### src/rtl/load_store_unit.sv
// Load/store unit for a 64-bit datapath against a doubleword-wide data memory.
// Sub-doubleword stores are done as read-modify-write.
//
// state | meaning
// IDLE  | ready for a new request
// RD    | MemRead asserted, doubleword captured at end of cycle
// WR    | MemWrite asserted with full or merged doubleword
// RESP  | one-cycle completion pulse on resp_valid
module load_store_unit (
  input  logic        clk,
  input  logic        rst,
  input  logic        req_valid,
  output logic        req_ready,
  input  logic        req_write,
  input  logic [2:0]  req_funct3,
  input  logic [63:0] req_addr,
  input  logic [63:0] req_wdata,
  output logic        resp_valid,
  output logic [63:0] resp_rdata,
  output logic        resp_error,
  output logic        MemWrite,
  output logic        MemRead,
  output logic [63:0] MemAddr,
  output logic [63:0] WriteData,
  input  logic [63:0] ReadData
);

  typedef enum logic [1:0] {
    IDLE = 2'd0,
    RD   = 2'd1,
    WR   = 2'd2,
    RESP = 2'd3
  } state_t;

  state_t      state_q, state_d;
  logic        write_q;
  logic [2:0]  funct3_q;
  logic [63:0] addr_q;
  logic [63:0] wdata_q;
  logic [63:0] dword_q;
  logic        error_q;

  logic        accept;
  logic        req_misaligned;
  logic        req_illegal;
  logic        req_err;

  logic [5:0]  lane_sh;
  logic [63:0] size_mask;
  logic [63:0] lane_mask;
  logic [63:0] merged;
  logic [63:0] store_dword;
  logic [63:0] lane_data;
  logic [63:0] load_result;
  logic        rd_active;
  logic        wr_active;

  assign req_ready = (state_q == IDLE) && !rst;
  assign accept    = req_valid && req_ready;

  // funct3[1:0] encodes the access size for both loads and stores
  always_comb begin
    req_misaligned = 1'b0;
    case (req_funct3[1:0])
      2'b00:   req_misaligned = 1'b0;
      2'b01:   req_misaligned = req_addr[0];
      2'b10:   req_misaligned = |req_addr[1:0];
      default: req_misaligned = |req_addr[2:0];
    endcase
  end

  assign req_illegal = req_write ? req_funct3[2] : (req_funct3 == 3'b111);
  assign req_err     = req_misaligned || req_illegal;

  always_ff @(posedge clk) begin
    if (rst) begin
      state_q  <= IDLE;
      write_q  <= 1'b0;
      funct3_q <= 3'b000;
      addr_q   <= 64'h0;
      wdata_q  <= 64'h0;
      dword_q  <= 64'h0;
      error_q  <= 1'b0;
    end else begin
      state_q <= state_d;
      if (accept) begin
        write_q  <= req_write;
        funct3_q <= req_funct3;
        addr_q   <= req_addr;
        wdata_q  <= req_wdata;
        error_q  <= req_err;
      end
      if (state_q == RD) begin
        dword_q <= ReadData;
      end
    end
  end

  always_comb begin
    state_d = state_q;
    case (state_q)
      IDLE: begin
        if (req_valid) begin
          if (req_err) begin
            state_d = RESP;
          end else if (req_write && (req_funct3[1:0] == 2'b11)) begin
            state_d = WR;
          end else begin
            state_d = RD;
          end
        end
      end
      RD:      state_d = write_q ? WR : RESP;
      WR:      state_d = RESP;
      RESP:    state_d = IDLE;
      default: state_d = IDLE;
    endcase
  end

  assign lane_sh = {addr_q[2:0], 3'b000};

  always_comb begin
    size_mask = 64'h0;
    case (funct3_q[1:0])
      2'b00:   size_mask = 64'h0000_0000_0000_00FF;
      2'b01:   size_mask = 64'h0000_0000_0000_FFFF;
      2'b10:   size_mask = 64'h0000_0000_FFFF_FFFF;
      default: size_mask = 64'hFFFF_FFFF_FFFF_FFFF;
    endcase
  end

  assign lane_mask   = size_mask << lane_sh;
  assign merged      = (dword_q & ~lane_mask) | ((wdata_q & size_mask) << lane_sh);
  assign store_dword = (funct3_q[1:0] == 2'b11) ? wdata_q : merged;

  // addressed bytes moved down to lane 0 before extension
  assign lane_data = dword_q >> lane_sh;

  always_comb begin
    load_result = 64'h0;
    case (funct3_q)
      3'b000:  load_result = {{56{lane_data[7]}}, lane_data[7:0]};
      3'b001:  load_result = {{48{lane_data[15]}}, lane_data[15:0]};
      3'b010:  load_result = {{32{lane_data[31]}}, lane_data[31:0]};
      3'b011:  load_result = lane_data;
      3'b100:  load_result = {56'h0, lane_data[7:0]};
      3'b101:  load_result = {48'h0, lane_data[15:0]};
      3'b110:  load_result = {32'h0, lane_data[31:0]};
      default: load_result = 64'h0;
    endcase
  end

  // strobes are gated by rst so an abort in RD/WR takes effect in the reset cycle
  assign rd_active = (state_q == RD) && !rst;
  assign wr_active = (state_q == WR) && !rst;

  assign MemRead   = rd_active;
  assign MemWrite  = wr_active;
  assign MemAddr   = (rd_active || wr_active) ? {addr_q[63:3], 3'b000} : 64'h0;
  assign WriteData = wr_active ? store_dword : 64'h0;

  assign resp_valid = (state_q == RESP) && !rst;
  assign resp_error = resp_valid && error_q;
  assign resp_rdata = (resp_valid && !error_q && !write_q) ? load_result : 64'h0;

endmodule

### config.mk
export PLATFORM = sky130hd
export DESIGN_NAME = load_store_unit
export DESIGN_NICKNAME = d
export VERILOG_FILES = /design/src/rtl/load_store_unit.sv
export SDC_FILE = /design/constraint.sdc
export NUM_CORES = 1
export LEC_CHECK = 0
export CORE_ASPECT_RATIO = 0.7
export CORE_MARGIN = 4
export CORE_UTILIZATION = 51
export DETAILED_ROUTE_END_ITERATION = 8
export GPL_TIMING_DRIVEN = 0
export PLACE_DENSITY = 0.91
export SLEW_MARGIN = 40
export SYNTH_ARGS = -nofsm -noshare
export SYNTH_HDL_FRONTEND = slang
export SYNTH_SLANG_ARGS = --single-unit
### constraint.sdc
create_clock -name clk -period 6.55 [get_ports clk]
set_clock_uncertainty 0.15 [all_clocks]
set_input_delay 1.6375 -clock clk [delete_from_list [all_inputs] [get_ports clk]]
set_output_delay 1.6375 -clock clk [all_outputs]
set_load 0.02 [all_outputs]
After elaboration in Yosys (flattened, before gate mapping). Cells that the tools add are included.

Flip-flop bits (word level): 199. Bits of input ports: 199. Output and inout port bits: 197.

Eq/ne operators: 17. Bitwise operators: 4. Mux-type cells: 13. Shift operators: 3. Reductions and logical operators: 20.

Operators by type and width (count): 64-bit case mux with 7 select lines (1); 64-bit two-way mux (4); 64-bit case mux with 3 select lines (1); 64-bit bitwise AND (2); 64-bit by 6-bit left shift with 64-bit output (2); 64-bit inverter (1); 64-bit bitwise OR (1); 64-bit by 6-bit >> shifter with 64-bit output (1); 2-bit == test (second input constant) (6); 3-bit == test (second input constant) (4); 1-bit logical AND (9); 2-bit case mux with 4 select lines (1); 2-bit by 1-bit == test with 1-bit output (second input constant) (3); 3-bit by 2-bit == test with 1-bit output (second input constant) (2); 2-bit zero test (3); 2-bit two-way mux (3); 3-bit by 1-bit == test with 1-bit output (second input constant) (1); 1-bit zero test (3); 3-bit zero test (1); 1-bit case mux with 3 select lines (1); 3-bit OR reduction (1); 1-bit logical OR (2); 1-bit two-way mux (2); 2-bit != test (second input constant) (1); 2-bit OR reduction (1).

Logic depth before layout (Yosys ltp).
Depth after elaboration: 8. Gate-level depth with buffers: 9.

Worst setup path before layout. Ideal clock, no wire load.

Path kind: in2out. Start point: input port rst. End point: output port resp_rdata[25]. Path buffers: 1. Data required time: 4.762 ns. Cell stages on the path: 4. Arrival time: 2.971 ns. Setup slack: 1.791 ns. Path through: nor2b_1 -> nand3_1 -> clkbuf_1 -> a21oi_1.

Word-level cells in the longest chain between the ends: 5.

RTL lines: start, declared (RTL line 11) `input logic rst,`; 1-bit zero test (RTL line 162) `assign resp_valid = (state_q == RESP) && !rst;`; 1-bit logical AND (RTL line 162); 1-bit logical AND (2 in series) (RTL line 164) `assign resp_rdata = (resp_valid && !error_q && !write_q) ? load_result : 64'h0;`; 64-bit two-way mux (RTL line 164); end, declared (RTL line 19) `output logic [63:0] resp_rdata,`.

No other way between the ends.

Worst setup path after layout.
Start point: input port rst. End point: output port MemAddr[10].

Word-level cells in the longest chain between the ends: 4. Elaborated cells between the ends (all ways): 5. Classes of those cells: 1 x mux; 4 x reduce/logical.

RTL lines: 1-bit zero test (*) (RTL line 154, 155); 1-bit logical AND (on tied branches) (RTL line 154, 155); 1-bit logical OR (*) (RTL line 159) `assign MemAddr = (rd_active || wr_active) ? {addr_q[63:3], 3'b000} : 64'h0;`; 64-bit two-way mux (*) (RTL line 159); end, declared (RTL line 23) `output logic [63:0] MemAddr,`.

Mark *: on every way between the ends. The rest lies on a longest branch, timed or not.

==> impl_metrics.yaml <==
setup_path:
  cp_top_family: "buffers and inverters"
  path_class: "in2out"
  worstPathArrival_ps: 4620
  cp_cell_sequence: "clkdlybuf4s50_1 > nand2b_1 > clkbuf_1 > inv_1 > nor2_2 > clkbuf_1 > nor2b_1 > clkdlybuf4s50_1"
  slowest_delay_ps: 590
  required_ps: 4760
  crit_path_start: "rst"
  endpoint_kind: "output pin"
  slowest_stage: "clkdlybuf4s50_1"
  crit_fanout: 10
  reg2reg_from: "state_q[0]$_SDFFE_PP0P_"
  critPathBufInv: 5
  cp-start-kind: "input port"
route:
  highest_layer: "met5"
  wl_met2_um: 26000
  post_drt_via_cell_ratio: 6.38
  m1WireLength_um: 23600
  wl_um: 62700
  route.detailed.drc: 11
  vias: 15300
  ant_nets: 0
  dr_wl_met3_um: 10200
  drtIter0Drc: 2260
  dr.pass1.iters: 9
  avgRoutedWirePerCell_um: 26.1
power:
  ir_drop_mv: 0.216
  finalPower_mw: 5.43
  p_leak_nw: 5.78
  power.density_nw_per_um2: 309
global_route:
  grt_pass1_vias: 14900
  antenna_found_initial: 0
  grt.total_usage: 0.434
  grt_pass1_wl_um: 90900
  grt_max_degree: 18
  gr-total-overflow: 0
timing:
  timing.fmax_mhz: 156
  postLayoutSetupSlackWorst_ps: 144
  drv_slew: 0
  min_period_ps: 6410
  relSlewSlack: 0.421
  holdWs_ps: 323
  tightestPinTransition_ps: 860
  tns_ps: 0
  report.final.setup_viol: 0
  min_period_over_period: 0.978
  rsz0062_at_grt: "false"
  final-hold-violation-count: 0
logic_synthesis:
  ys_warn_count: 0
  synth_area_um2: 12600
  seq_area_frac_synth: 0.317
  ys_types: 58
  syn-mean-instance-area_um2: 7.60
  synthArstFlopShare: 0
  synthFlopType: "dfxtp_1"
  synth-edff-count: 0
  synth_cells: 1655
  ys_seq_elements: 199
clock_tree:
  clock_latency_ps: 450
  clock_path_buffers: 2
  worst_setup_hold_path_clk_slew_ps: 80
  h-tree-depth: 4
  clock-root-buffer: "clkbuf_16"
  cts_tree: "yes"
  cts_inserted_buffers: 17
  clock-sinks: 199
  cts_hold_repair.buffers: 0
layout:
  layoutNonFillerInstCount: 2399
  stdcell_area_um2: 17500
  utilization: 0.733
  diodes: 0
  syn_to_final_growth_pct: 39.5
  multi_input_area_um2: 7930
  fillers: 1724
  seq_area_um2: 3980
  drive_above_1_share: 0.0625
  finalNetCount: 2273
placed_design:
  io_buffers: 392
  routabilityCongestion: 1.09
  place_hpwl_um: 49300
  dp_cells: 2368
  dp_slack_ps: 65.2
  dpl-instance-area_um2: 16900
floorplan:
  die-width_um: 196
  std_cell_rows: 47
  initial_utilization: 0.525
  fp.coreArea_um2: 23900
  die-height_um: 139
  die-area_um2: 27300
  io_pins: 396
job:
  drv_cap: 0
run_status:
  violations: "DRC"
  status: "complete, but fails checks"
hold_path:
  hold_class: "reg2reg"
  holdCritStartpoint: "addr_q[34]$_SDFFE_PP0P_"
[sequential cells by signal, summed over array words and instances (netlist names)]
| signal | count |
|---|---|
| addr_q | 64 |
| dword_q | 64 |
| wdata_q | 64 |
| funct3_q | 3 |
| state_q | 2 |
| error_q | 1 |
| write_q | 1 |
[per-layer routing]
metal  vias up  global-route usage
li1       6599                   -
met1      7157               0.560
met2      1304               0.645
met3       242               0.192
met4         2               0.155
met5         -             0.00705
[cells in the mapped netlist (all sizes together) (2+ instances only)]
master | instances | area [um^2]
and2 | 8 | 50.1
nor3b | 5 | 42.5
a22oi | 39 | 293
a31oi | 6 | 37.5
nand2b | 129 | 807
nand3b | 3 | 22.5
nand3 | 4 | 20.0
mux2 | 44 | 503
o211ai | 6 | 45.0
a211oi | 10 | 75.1
a21oi | 109 | 561
a222oi | 21 | 210
a2bb2oi | 4 | 35.0
clkbuf | 111 | 417
o31ai | 4 | 30.0
or3b | 5 | 43.8
o21bai | 3 | 22.5
a21o | 7 | 52.6
mux2i | 109 | 1090
o21ai | 203 | 1020
buf | 44 | 233
nor3 | 5 | 25.0
a311oi | 2 | 35.0
nand2 | 264 | 991
ha | 5 | 62.6
and3 | 7 | 48.8
nor2b | 81 | 507
nor2 | 130 | 488
o22ai | 14 | 87.6
o2bb2ai | 13 | 114
o22a | 4 | 35.0
a221oi | 11 | 96.3
o21a | 3 | 22.5
mux4 | 10 | 225
dfxtp | 199 | 3980
inv | 6 | 22.5
a22o | 14 | 123
o211a | 2 | 20.0
[worst min-delay path: cells and delay by family (launching register included)]
kind | cells | cell delay (ps)
DFF | 1 | 310
and+or+nand+nor | 1 | 60
AOI/OAI and AO/OA | 1 | 60
[timing repair]
item | 4_1_cts | 5_1_grt
resized for setup | 0 | 1
buffers inserted | 0 | 0
endpoints found under the setup margin | 0 | 60
[placed cells by master, fill, tap and decap left out, types with 5 or more instances in the layout]
cell             count
clkdlybuf4s50_1    392
nand2_1            264
o21ai_0            200
dfxtp_1            199
nor2_1             129
nand2b_1           129
clkbuf_1           111
mux2i_1            109
a21oi_1            105
nor2b_1             81
mux2_2              42
a22oi_1             39
buf_2               21
a222oi_1            21
clkbuf_16           17
buf_1               16
o22ai_1             14
a22o_1              14
o2bb2ai_1           13
a221oi_1            11
mux4_2              10
a211oi_1            10
and2_1               7
a21o_1               7
inv_1                6
o211ai_1             6
and3_1               6
a31oi_1              6
or3b_2               5
ha_1                 5
inv_6                5
[logic make-up after synthesis]
logic type | after synthesis | synth area share
other | 1 | 0.000298
and+or+nand+nor | 644 | 0.244
adders and majority gates | 5 | 0.00497
muxes | 163 | 0.145
buffers and inverters | 162 | 0.0537
DFF | 199 | 0.317
AOI/OAI and AO/OA | 481 | 0.236
[cell type report]
class,count,share of cell area
plain buffers,155,0.0371
inverters,7,0.00150
clock inverters,11,0.00920
multi-input cells,1296,0.452
repair buffers,393,0.224
flip-flops and latches,199,0.227
well taps,318,0.0227
clock buffers,20,0.0260
[where the power goes]
part	switching (mW)	internal [mW]	leakage [nW]
sequential	0.462	1.49	1.63
combinational	1.43	0.922	3.85
clock	0.492	0.629	0.300
[path summary, 6_finish.rpt]
kind / endpoint / slack (ps) / depth (start not counted)
max: MemAddr[10] / 140 / 8
min: addr_q[34]$_SDFFE_PP0P_ / 320 / 2
max reg2reg: funct3_q[0]$_SDFFE_PP0P_ / 3310 / 9
min reg2reg: addr_q[34]$_SDFFE_PP0P_ / 320 / 2
No activity file was read; power rests on OpenSTA's default activity.
==> RTL change (config.mk and constraints unchanged) <==
Make the reset (`rst`) asynchronous in one clocked block.
--- a/src/rtl/load_store_unit.sv
+++ b/src/rtl/load_store_unit.sv
@@ -74,3 +74,3 @@
 
-  always_ff @(posedge clk) begin
+  always_ff @(posedge clk or posedge rst) begin
     if (rst) begin
Formal check against the unedited RTL: same outputs for any inputs over 4 cycles, from zero or initial values and one cycle with rst high; that may be too few to reach the edited logic, so the function may still have changed.
==> RTL change against the original RTL <==
- final area grew 2.7%
- setup slack better by 230 ps
- area after synthesis rose by 1.6%
- largest cell class unchanged
- critical path type unchanged
- sequential cell count did not move
- wire length down 6.9%
- final cell count down 16%
- via count decreased by 15%
Power is not compared: it rests on default switching activity, and its combinational part moved more than twofold at a synthesized area within 25%.
==> RTL change: results (changes against the original RTL) <==
status -> complete, no violations (was finished with violations)
Diodes inserted -> 2 (was 0)
largest net degree at the start of global routing -> 28 (was 18)
fin nets -> 1,870 (was 2,273)
initial antenna violation count -> 2 (was 0)
Unique masters post-synth -> 63 (was 58)
Non-CTS inverters -> 6 (was 7)
# fillers -> 1,668 (was 1,724)
Worst Tran Pin Value -> 930 ps (was 860 ps)
via count -> 13,080 (was 15,304)
Buffers excl. clock -> 520 (was 548)
sequential share of the synthesized area -> 0.390 (was 0.317)
sequential portion of the cell area -> 0.276 (was 0.227)
crit-path max cell delay -> 660 ps (was 590 ps)
share of layout cells above drive strength 1 -> 0.225 (was 0.0625)
multi-input combinational gate total -> 922 (was 1,296)
Post-Synth XOR/XNOR Area -> 0 (unchanged)
total track usage -> 0.410 (was 0.434)
Post-Synth Adder-Cell Area -> 0.00490 (was 0.00497)
top cells by area, synth -> dfrtp_1 39%, mux2_2 19%, mux4_2 3.9% (was dfxtp_1 32%, mux2i_1 8.7%, o21ai_0 8.1%)
NonClk Buf Share -> 0.265 (was 0.261)
H-tree levels -> 4 (unchanged)
crit path DAT -> 4390 ps (was 4620 ps)
fraction of area in multi-input gates -> 0.399 (was 0.452)
# clk buffers -> 18 (was 20)
synthesized cell area -> 12,800 µm² (was 12,600 µm²)
area taken by multi-input logic gates -> 7190 µm² (was 7930 µm²)
Cell Area, Placed -> 17,300 µm² (was 16,900 µm²)
Synth async-reset ratio -> 1.00 (was 0)
initial DRC count -> 2,159 (was 2,260)
clk tree area frac -> 0.0345 (was 0.0352)
post-DP HPWL -> 45,600 µm (was 49,300 µm)
Setup WS pre-CTS -> 7.56 ps (was 65.2 ps)
DR vias/cell -> 6.52 (was 6.38)
routed len/inst -> 29.1 µm (was 26.1 µm)
DRC viols -> 0 (was 11)
Post-Syn Instances -> 1,240 (was 1,655)
[RTL change: final timing paths]
check | slack, ps | cells after the start | startpoint | end
worst max-delay path | 370 | 8 | rst | WriteData[38]
worst min-delay path | 350 | 1 | addr_q[39]$_DFFE_PP0P_ | addr_q[39]$_DFFE_PP0P_
worst max register to register | 3680 | 7 | state_q[0]$_DFFE_PP0P_ | addr_q[59]$_DFFE_PP0P_
worst min register to register | 350 | 1 | addr_q[39]$_DFFE_PP0P_ | addr_q[39]$_DFFE_PP0P_
max in group asynchronous | 3650 | 7 | rst | dword_q[10]$_DFFE_PP0N_
min in group asynchronous | 1380 | 2 | rst | funct3_q[2]$_DFFE_PP0P_
[RTL change: routing by layer]
layer / vias to the layer above / part of all wire / wire (µm) / track usage
li1: 5390 / - / - / -
met1: 6509 / 0.40 / 23300 / 0.577
met2: 1033 / 0.44 / 25400 / 0.608
met3: 146 / 0.14 / 8050 / 0.148
met4: 2 / 0.027 / 1570 / 0.102
met5: - / 0.00022 / 13 / 0
